**src/rtl/hpdcache_cmo_tracker_adapter.sv**
```systemverilog
// CMO front-end between the CVA6 CMO port and the HPDcache request/response ports.
// Tracks up to MaxOutstanding CMOs; acks drain in order from a {tid, err} FIFO.
module hpdcache_cmo_tracker_adapter #(
    parameter int unsigned AddrWidth      = 56,
    parameter int unsigned TransIdWidth   = 3,
    parameter int unsigned SidWidth       = 3,
    parameter int unsigned MaxOutstanding = 4,
    parameter bit          AckOnRsp       = 1'b0
) (
    input  logic                    clk_i,
    input  logic                    rst_i,
    input  logic [SidWidth-1:0]     sid_i,
    input  logic                    cmo_req_valid_i,
    output logic                    cmo_req_ready_o,
    input  logic [3:0]              cmo_req_op_i,
    input  logic [AddrWidth-1:0]    cmo_req_addr_i,
    input  logic [TransIdWidth-1:0] cmo_req_tid_i,
    output logic                    cmo_ack_o,
    output logic [TransIdWidth-1:0] cmo_ack_tid_o,
    output logic                    cmo_ack_err_o,
    output logic                    dcache_req_valid_o,
    input  logic                    dcache_req_ready_i,
    output logic [AddrWidth-1:0]    dcache_req_addr_o,
    output logic [2:0]              dcache_req_size_o,
    output logic [SidWidth-1:0]     dcache_req_sid_o,
    output logic [TransIdWidth-1:0] dcache_req_tid_o,
    output logic                    dcache_req_need_rsp_o,
    input  logic                    dcache_rsp_valid_i,
    input  logic [SidWidth-1:0]     dcache_rsp_sid_i,
    input  logic [TransIdWidth-1:0] dcache_rsp_tid_i
);

    localparam int unsigned PtrW = $clog2(MaxOutstanding);
    localparam int unsigned LvlW = PtrW + 1;
    localparam int unsigned CntW = $clog2(MaxOutstanding + 1);
    localparam int unsigned EntW = TransIdWidth + 1;

    // CVA6 CMO opcodes the dcache can execute
    localparam logic [3:0] CMO_INVAL      = 4'd2;
    localparam logic [3:0] CMO_PREFETCH_R = 4'd4;
    localparam logic [3:0] CMO_PREFETCH_W = 4'd5;
    localparam logic [3:0] CMO_INVAL_ALL  = 4'd8;

    // HPDcache CMO sub-op codes carried on the size field
    localparam logic [2:0] HPDCACHE_REQ_CMO_PREFETCH    = 3'h1;
    localparam logic [2:0] HPDCACHE_REQ_CMO_INVAL_NLINE = 3'h2;
    localparam logic [2:0] HPDCACHE_REQ_CMO_INVAL_ALL   = 3'h4;

    logic                    r_active;
    logic [CntW-1:0]         r_cnt;
    logic [LvlW-1:0]         r_wptr;
    logic [LvlW-1:0]         r_rptr;
    logic [EntW-1:0]         r_mem [MaxOutstanding];

    logic                    w_supported;
    logic [2:0]              w_size;
    logic [LvlW-1:0]         w_level;
    logic [CntW-1:0]         w_pend;
    logic                    w_full;
    logic                    w_empty;
    logic                    w_rsp_hit;
    logic                    w_ready;
    logic                    w_accept;
    logic                    w_pop;
    logic                    w_push;
    logic [EntW-1:0]         w_push_data;
    logic [EntW-1:0]         w_head;

    // Opcode classification and translation to the dcache CMO sub-op
    always_comb begin
        w_supported = 1'b0;
        w_size      = 3'h0;
        case (cmo_req_op_i)
            CMO_INVAL: begin
                w_supported = 1'b1;
                w_size      = HPDCACHE_REQ_CMO_INVAL_NLINE;
            end
            CMO_PREFETCH_R, CMO_PREFETCH_W: begin
                w_supported = 1'b1;
                w_size      = HPDCACHE_REQ_CMO_PREFETCH;
            end
            CMO_INVAL_ALL: begin
                w_supported = 1'b1;
                w_size      = HPDCACHE_REQ_CMO_INVAL_ALL;
            end
            default: ;
        endcase
    end

    assign w_level   = r_wptr - r_rptr;
    assign w_pend    = r_cnt - CntW'(w_level);
    assign w_full    = (r_cnt == CntW'(MaxOutstanding));
    assign w_empty   = (r_wptr == r_rptr);
    assign w_rsp_hit = AckOnRsp && r_active && dcache_rsp_valid_i
                       && (dcache_rsp_sid_i == sid_i) && (w_pend != '0);

    // Unsupported ops are held off while a response is pushing, keeping one push per cycle
    assign w_ready     = r_active && !w_full
                         && (w_supported ? dcache_req_ready_i : !w_rsp_hit);
    assign w_accept    = cmo_req_valid_i && w_ready;
    assign w_pop       = !w_empty;
    assign w_push      = w_rsp_hit || (w_accept && (!w_supported || !AckOnRsp));
    assign w_push_data = w_rsp_hit ? {dcache_rsp_tid_i, 1'b0} : {cmo_req_tid_i, !w_supported};
    assign w_head      = r_mem[r_rptr[PtrW-1:0]];

    assign cmo_req_ready_o       = w_ready;
    assign dcache_req_valid_o    = r_active && cmo_req_valid_i && w_supported && !w_full;
    assign dcache_req_addr_o     = r_active ? cmo_req_addr_i : '0;
    assign dcache_req_size_o     = r_active ? w_size : 3'h0;
    assign dcache_req_sid_o      = sid_i;
    assign dcache_req_tid_o      = r_active ? cmo_req_tid_i : '0;
    assign dcache_req_need_rsp_o = AckOnRsp;
    assign cmo_ack_o             = !w_empty;
    assign cmo_ack_tid_o         = w_empty ? '0 : w_head[EntW-1:1];
    assign cmo_ack_err_o         = !w_empty && w_head[0];

    // Holds all outputs quiet during reset and the first cycle after it
    always_ff @(posedge clk_i or posedge rst_i) begin
        if (rst_i) r_active <= 1'b0;
        else       r_active <= 1'b1;
    end

    // Outstanding counter: +1 per accept, -1 per ack
    always_ff @(posedge clk_i or posedge rst_i) begin
        if (rst_i) begin
            r_cnt <= '0;
        end else if (w_accept && !w_pop) begin
            r_cnt <= r_cnt + CntW'(1);
        end else if (!w_accept && w_pop) begin
            r_cnt <= r_cnt - CntW'(1);
        end
    end

    // Ack FIFO storage and pointers
    always_ff @(posedge clk_i or posedge rst_i) begin
        if (rst_i) begin
            r_wptr <= '0;
            r_rptr <= '0;
            for (int unsigned i = 0; i < MaxOutstanding; i++) r_mem[i] <= '0;
        end else begin
            if (w_push) begin
                r_mem[r_wptr[PtrW-1:0]] <= w_push_data;
                r_wptr                  <= r_wptr + LvlW'(1);
            end
            if (w_pop) r_rptr <= r_rptr + LvlW'(1);
        end
    end

    a_no_overflow: assert property (@(posedge clk_i) disable iff (rst_i)
        w_push |-> (w_level < LvlW'(MaxOutstanding)));

    a_cnt_bound: assert property (@(posedge clk_i) disable iff (rst_i)
        r_cnt <= CntW'(MaxOutstanding));

endmodule
```
**config.mk**
```make
export PLATFORM = sky130hd
export DESIGN_NAME = hpdcache_cmo_tracker_adapter
export DESIGN_NICKNAME = d
export VERILOG_FILES = /design/src/rtl/hpdcache_cmo_tracker_adapter.sv
export SDC_FILE = /design/constraint.sdc
export NUM_CORES = 1
export LEC_CHECK = 0
export CAP_MARGIN = 15
export CORE_MARGIN = 2
export CORE_UTILIZATION = 34
export DETAILED_ROUTE_END_ITERATION = 7
export PLACE_DENSITY_LB_ADDON = 0.25
export SLEW_MARGIN = 15
export SYNTH_ARGS = -nofsm -noshare
export SYNTH_HDL_FRONTEND = slang
export SYNTH_SLANG_ARGS = --single-unit
```
**constraint.sdc**
```tcl
create_clock -name clk_i -period 2.72 [get_ports clk_i]
set_input_delay 0.272 -clock clk_i [delete_from_list [all_inputs] [get_ports clk_i]]
set_output_delay 0.272 -clock clk_i [all_outputs]
set_load 0.005 [all_outputs]
```
# Word level (Yosys, flattened, before mapping)
# Index checks and enable logic that the tools add are counted.
[op_classes]
n_reduce_logical = 17
n_addsub = 4
n_lt_le_gt_ge = 3
n_eq_ne = 6
mux = 15
bitwise = 2
[ops]
columns = ["cell", "n"]
rows = [
  ["2-to-1 mux 56 bit", 1],
  ["bitwise mux 16 bit", 1],
  ["2-to-1 mux 3 bit", 5],
  ["2-to-1 mux 4 bit", 3],
  ["logical AND 1 bit", 10],
  ["adder 3 x 1 -> 3 bit, second input constant", 3],
  ["one-hot mux 3 bit (3 select lines)", 1],
  ["binary-select mux 4 bit (select 2 bit)", 1],
  ["demux 4 bit (select 2 bit)", 1],
  ["== test 4 x 3 -> 1 bit, second input constant", 2],
  ["greater-or-equal comparator 3 bit, second input constant", 2],
  ["inverter 2 -> 3 bit", 2],
  ["== test 4 x 2 -> 1 bit, second input constant", 1],
  ["== test 4 bit, second input constant", 1],
  ["logical NOT 1 bit", 4],
  ["OR reduction 4 bit", 1],
  ["== test 3 bit", 1],
  ["== test 3 bit, second input constant", 1],
  ["< comparator 3 x 1 -> 1 bit, second input constant", 1],
  ["subtractor 3 x 1 -> 3 bit, second input constant", 1],
  ["2-to-1 mux 1 bit", 2],
  ["nonzero test 2 bit", 1],
  ["OR reduction 2 bit", 1],
]
[word_totals]
input_bits = 77
regBits = 26
word_cells = 55

# Logic depth before layout (Yosys ltp)
[logic_depth]
depth_word = 10
mapped_depth = 9
mapped_depth_nobuf = 9

# Worst setup path after synthesis
# Ideal clock, no wire load.
[synth_path]
path_kind = "register -> register"
startpoint = "register r_rptr[1]"
endpoint = "register r_cnt[2]"
setup_time_ps = 79
n_path_buf = 1
period_less_slack_ps = 2075
arrival_time_ps = 1996
setup_slack_ps = 645
t_required_ps = 2641
stages_incl_launch_ff = 10
cell_sequence = "dfrtp_1 buf_2 xor2_1 nor3_4 ha_1 inv_1 fa_1 xor2_1 nor2_1 xor2_1"
[synth_via]
elab_chain_cells = 4
word_cells_on_any_way = 6
cone_classes = "eq/ne (1); mux (1); reduce/logical (4)"
[synth_rtl]
columns = ["element", "line_no", "source"]
rows = [
  ["from (decl)", "52", "logic [LvlW-1:0] r_rptr;"],
  ["from (signal assigned)", "145", "if (w_pop) r_rptr <= r_rptr + LvlW'(1);"],
  ["== test 3 bit (*)", "93", "assign w_empty = (r_wptr == r_rptr);"],
  ["logical NOT 1 bit", "101", "assign w_pop = !w_empty;"],
  ["logical AND 1 bit", "129", "end else if (!w_accept && w_pop) begin"],
  ["nonzero test 2 bit (no line)", "n/a", ""],
  ["to (signal assigned)", "128", "r_cnt <= r_cnt + CntW'(1);"],
  ["to (signal assigned)", "130", "r_cnt <= r_cnt - CntW'(1);"],
  ["to (decl)", "50", "logic [CntW-1:0] r_cnt;"],
]
# Every way passes the cells marked *; elsewhere a longest branch is shown, timed or not.
# A chain may end at the register's enable or synchronous reset.

# Worst setup path in the final report
# Same ends and word-level chain as after synthesis.

==> summary.txt <==
Outcome
  • Result of the run: complete, no violations

Routing
  • Remaining antenna violation count after routing: 0
  • Top metal layer carrying routed signals: met4
  • DR vias: approximately 1,700
  • Routed WL: roughly 5.6 mm
  • Number of detailed-routing iterations run before antenna repair: 4
  • Average wire per cell in the routed design: approximately 15 um
  • DRT met1 WL: roughly 2.3 mm
  • DRC violations left: 0
  • Wire length on met3: 381 um
  • Avg Vias per Cell: about 4.4
  • Detailed route wirelength on metal2: between 2 and 3 mm
  • First DRT Iteration DRCs: between 80 and 90

Global routing
  • Global-route total usage across every layer: 0.190
  • Maximum number of pins on one net before global-route repair: 67
  • Vias in the first global route: about 1,900
  • Number of antenna violations at the first check in global routing: 0
  • Wire length of the first global-routing pass: roughly 9.4 mm
  • GR Overflow Total: 0

Clock network
  • Post-cts gate resize count: 0
  • TritonCTS sink count: 26
  • Clock-pin slew on the worst setup and hold paths: ~0.080 ns
  • Insertion delay of the later-clocked pin in the worst-skew pair: 0.26 ns
  • Maximum clock insertion buffer count: 2
  • H-tree depth reported by CTS: 1
  • Total clock buffers created by CTS: 3
  • Root buffer cell: sky130_fd_sc_hd__clkbuf_8
  • Clock tree from TritonCTS: built
  • Number of hold buffers added after CTS: 0
  • Post-CTS setup buffers: 0

STA
  • Max-slew violation total from the final report: 0
  • Worst clock skew: approximately 0.0015 ns
  • Final worst setup slack: 0.440 ns
  • Final hold violation count: 0
  • Final critical-path required period: ~2.3 ns
  • Fmax: approximately 440 MHz
  • RSZ-0062 raised after global routing: no
  • Tightest hold margin: ~0.35 ns
  • Total setup violations reported at the end of the flow: 0
  • Setup tns final: 0 ns
  • Crit share post-route: 0.838

Floorplanning
  • I/O pin total: 150
  • Effective utilization at floorplan: 0.351
  • Die outline height: 79.2 um
  • Width of the die: 79.2 um
  • Area of the die: between 0.006 and 0.007 sq mm
  • Core outline area: 0.00547 sq mm
  • Row count: 27

Final layout
  • Highest-count cells in the layout ignoring fill and taps: sky130_fd_sc_hd__clkdlybuf4s50_1, sky130_fd_sc_hd__and2_1, sky130_fd_sc_hd__dfrtp_1, sky130_fd_sc_hd__mux2_4, sky130_fd_sc_hd__xor2_1
  • Multi-input gate area: 0.00118 sq mm
  • Share of final-layout standard cells stronger than drive strength 1: 0.125
  • Storage element area: 651 sq um
  • P&R area growth vs syn: 75.9%
  • Utilization after layout: 0.618
  • Antenna diode instance count: 0
  • Commonest non-fill, non-tap cell in the layout: sky130_fd_sc_hd__clkdlybuf4s50_1
  • Filler Cell Count: between 400 and 500
  • Post-layout instance count excluding filler cells: between 300 and 400
  • Final Net Count: between 300 and 400
  • Final design area excluding fillers: between 0.003 and 0.004 sq mm

Power and ir drop
  • Final Total Pwr: between 2 and 2.5 mW
  • Share of total power in sequential cells: 0.339
  • Int Power: ~1.5 mW
  • Switching part of the total: 0.321
  • Combinational fraction of design power: 0.553
  • Power per cell area: ~670 mW/mm^2
  • Power dissipated by switching net loads: 0.722 mW
  • Power share of the clock group: 0.108
  • Leakage dissipation: 1.39 nW
  • Worst IR drop on VDD: 447 uV

Synth
  • Post-synth EDFFs: 0
  • Share of synthesized registers carrying an async set or reset: 1.00
  • Main combinational cell family by area after synthesis: simple AND/OR/NAND/NOR gates
  • Synthesized area per cell: between 10 and 15 sq um
  • Synthesized area: roughly 0.0019 sq mm
  • Post-Synthesis Net Count: approximately 270
  • Main flop type after synthesis: sky130_fd_sc_hd__dfrtp_1
  • Number of library cell types mapped by synthesis: 32
  • Sequential share of the synthesized area: 0.339
  • Arithmetic-cell share of the synthesized area counting full adders, half adders and majority gates: 0.0495
  • Mux cell area share after synthesis: 0.163
  • Number of synthesis warnings: 0
  • Simple-gate area share of the yosys netlist: 0.322
  • Share of the synthesized area in compound gates (AO/OA/AOI/OAI): 0.0299
  • Area share of xor/xnor cells in the synthesized design: 0.0456
  • Register bit total from synthesis: 26
  • Cells after synthesis: about 180

Setup path
  • Type of origin of the critical path: flop
  • Highest fanout seen on the critical path: 8
  • Endpoint of the lowest-slack register-to-register path: r_cnt[2]
  • Reg2Reg Launch Point: r_rptr[1]
  • Number of cells on the worst reg-to-reg path: 8
  • R2r setup slk: roughly 0.44 ns
  • Arrival time at the worst endpoint: about 2.5 ns
  • Data required time at the worst endpoint: roughly 2.9 ns
  • Critical path endpoint category: flop
  • Critical path type: reg -> reg

Placed design
  • Post-DP Area: about 0.0033 sq mm
  • Final weighted congestion of routability-driven global placement: ~0.80
  • Worst setup slack before clock tree synthesis: 0.201 ns
  • Placed Cells: 380
  • HPWL after detailed placement: between 4 and 5 mm
  • I/O Buffers: between 100 and 150

Hold path
  • Min-delay worst type: in -> async

Run
  • Max-cap viol count: 0
## routing by layer
layer / track usage / up-vias
met5: 0 / -
met4: 0.0259 / 0
met3: 0.0545 / 6
met2: 0.342 / 57
met1: 0.231 / 785
li1: - / 846
## registers in the layout, summed over array words and instances (netlist names)
name      count
r_wptr        3
r_cnt         3
r_mem        16
r_active      1
r_rptr        3
## power by group through the flow
| stage | Combinational, mW | Sequential, mW | Clock [mW] |
|---|---|---|---|
| 2_1_floorplan | 0.814 | 0.684 | 0 |
| 3_3_place_gp | 1.21 | 0.759 | 0 |
| 3_5_place_dp | 1.25 | 0.763 | 0 |
| 5_1_grt | 1.37 | 0.795 | 0.272 |
| 6_report | 1.24 | 0.763 | 0.242 |
| 4_1_cts | 1.27 | 0.761 | 0.246 |
## synthesized netlist by cell type (2+ instances only)
library cell	count	share of area
sky130_fd_sc_hd__a22o_1	4	0.018
sky130_fd_sc_hd__and2_1	60	0.20
sky130_fd_sc_hd__and4_4	4	0.023
sky130_fd_sc_hd__buf_2	3	0.0078
sky130_fd_sc_hd__buf_4	4	0.016
sky130_fd_sc_hd__clkbuf_1	6	0.012
sky130_fd_sc_hd__conb_1	2	0.0039
sky130_fd_sc_hd__dfrtp_1	26	0.34
sky130_fd_sc_hd__ha_1	6	0.039
sky130_fd_sc_hd__inv_1	6	0.012
sky130_fd_sc_hd__mux2_2	2	0.012
sky130_fd_sc_hd__mux2_4	12	0.094
sky130_fd_sc_hd__mux4_2	4	0.047
sky130_fd_sc_hd__nand2_1	6	0.012
sky130_fd_sc_hd__nor2_1	5	0.0098
sky130_fd_sc_hd__nor2b_1	4	0.013
sky130_fd_sc_hd__nor2b_4	4	0.029
sky130_fd_sc_hd__nor3b_1	2	0.0078
sky130_fd_sc_hd__xnor2_1	3	0.014
sky130_fd_sc_hd__xor2_1	7	0.032
## worst max path at each step
stage	startpoint	endpoint	slack, ns	depth (start not counted)
after floorplan	r_rptr[1]	r_cnt[2]	0.64	9
after global placement	cmo_req_op_i[1]	r_cnt[2]	0.25	10
after detailed placement	cmo_req_op_i[1]	r_cnt[2]	0.20	10
after CTS	r_rptr[0]	cmo_ack_err_o	0.43	3
after global routing	r_rptr[1]	r_cnt[2]	0.26	8
final	r_rptr[1]	r_cnt[2]	0.44	8
## worst max-delay path: stages (launching register included)
cell and delay [ns]:
sky130_fd_sc_hd__dfrtp_1 0.50, sky130_fd_sc_hd__xor2_1 0.23, sky130_fd_sc_hd__nor3_4 0.39, sky130_fd_sc_hd__ha_1 0.24
sky130_fd_sc_hd__inv_1 0.06, sky130_fd_sc_hd__fa_1 0.38, sky130_fd_sc_hd__xor2_1 0.15, sky130_fd_sc_hd__nor2_1 0.11
sky130_fd_sc_hd__xor2_1 0.15
## layout make-up
type / instances / area share
multi-input cells: 137 / 0.349
clock buffers: 4 / 0.0163
repair buffers: 139 / 0.409
inverters: 6 / 0.00666
well taps: 72 / 0.0266
flip-flops and latches: 26 / 0.192
## logic make-up (layout without fill, tap and decap cells)
kind of cell             count (synthesis)  after routing
other                                    2              2
AND/OR/NAND/NOR                         92             92
adder cells (fa/ha/maj)                  7              7
buffers and inverters                   19            149
AO/OA/AOI/OAI                            6              6
XOR/XNOR                                10             10
multiplexers                            20             20
flip-flops                              26             26
Power figures use the tool's default switching activity.
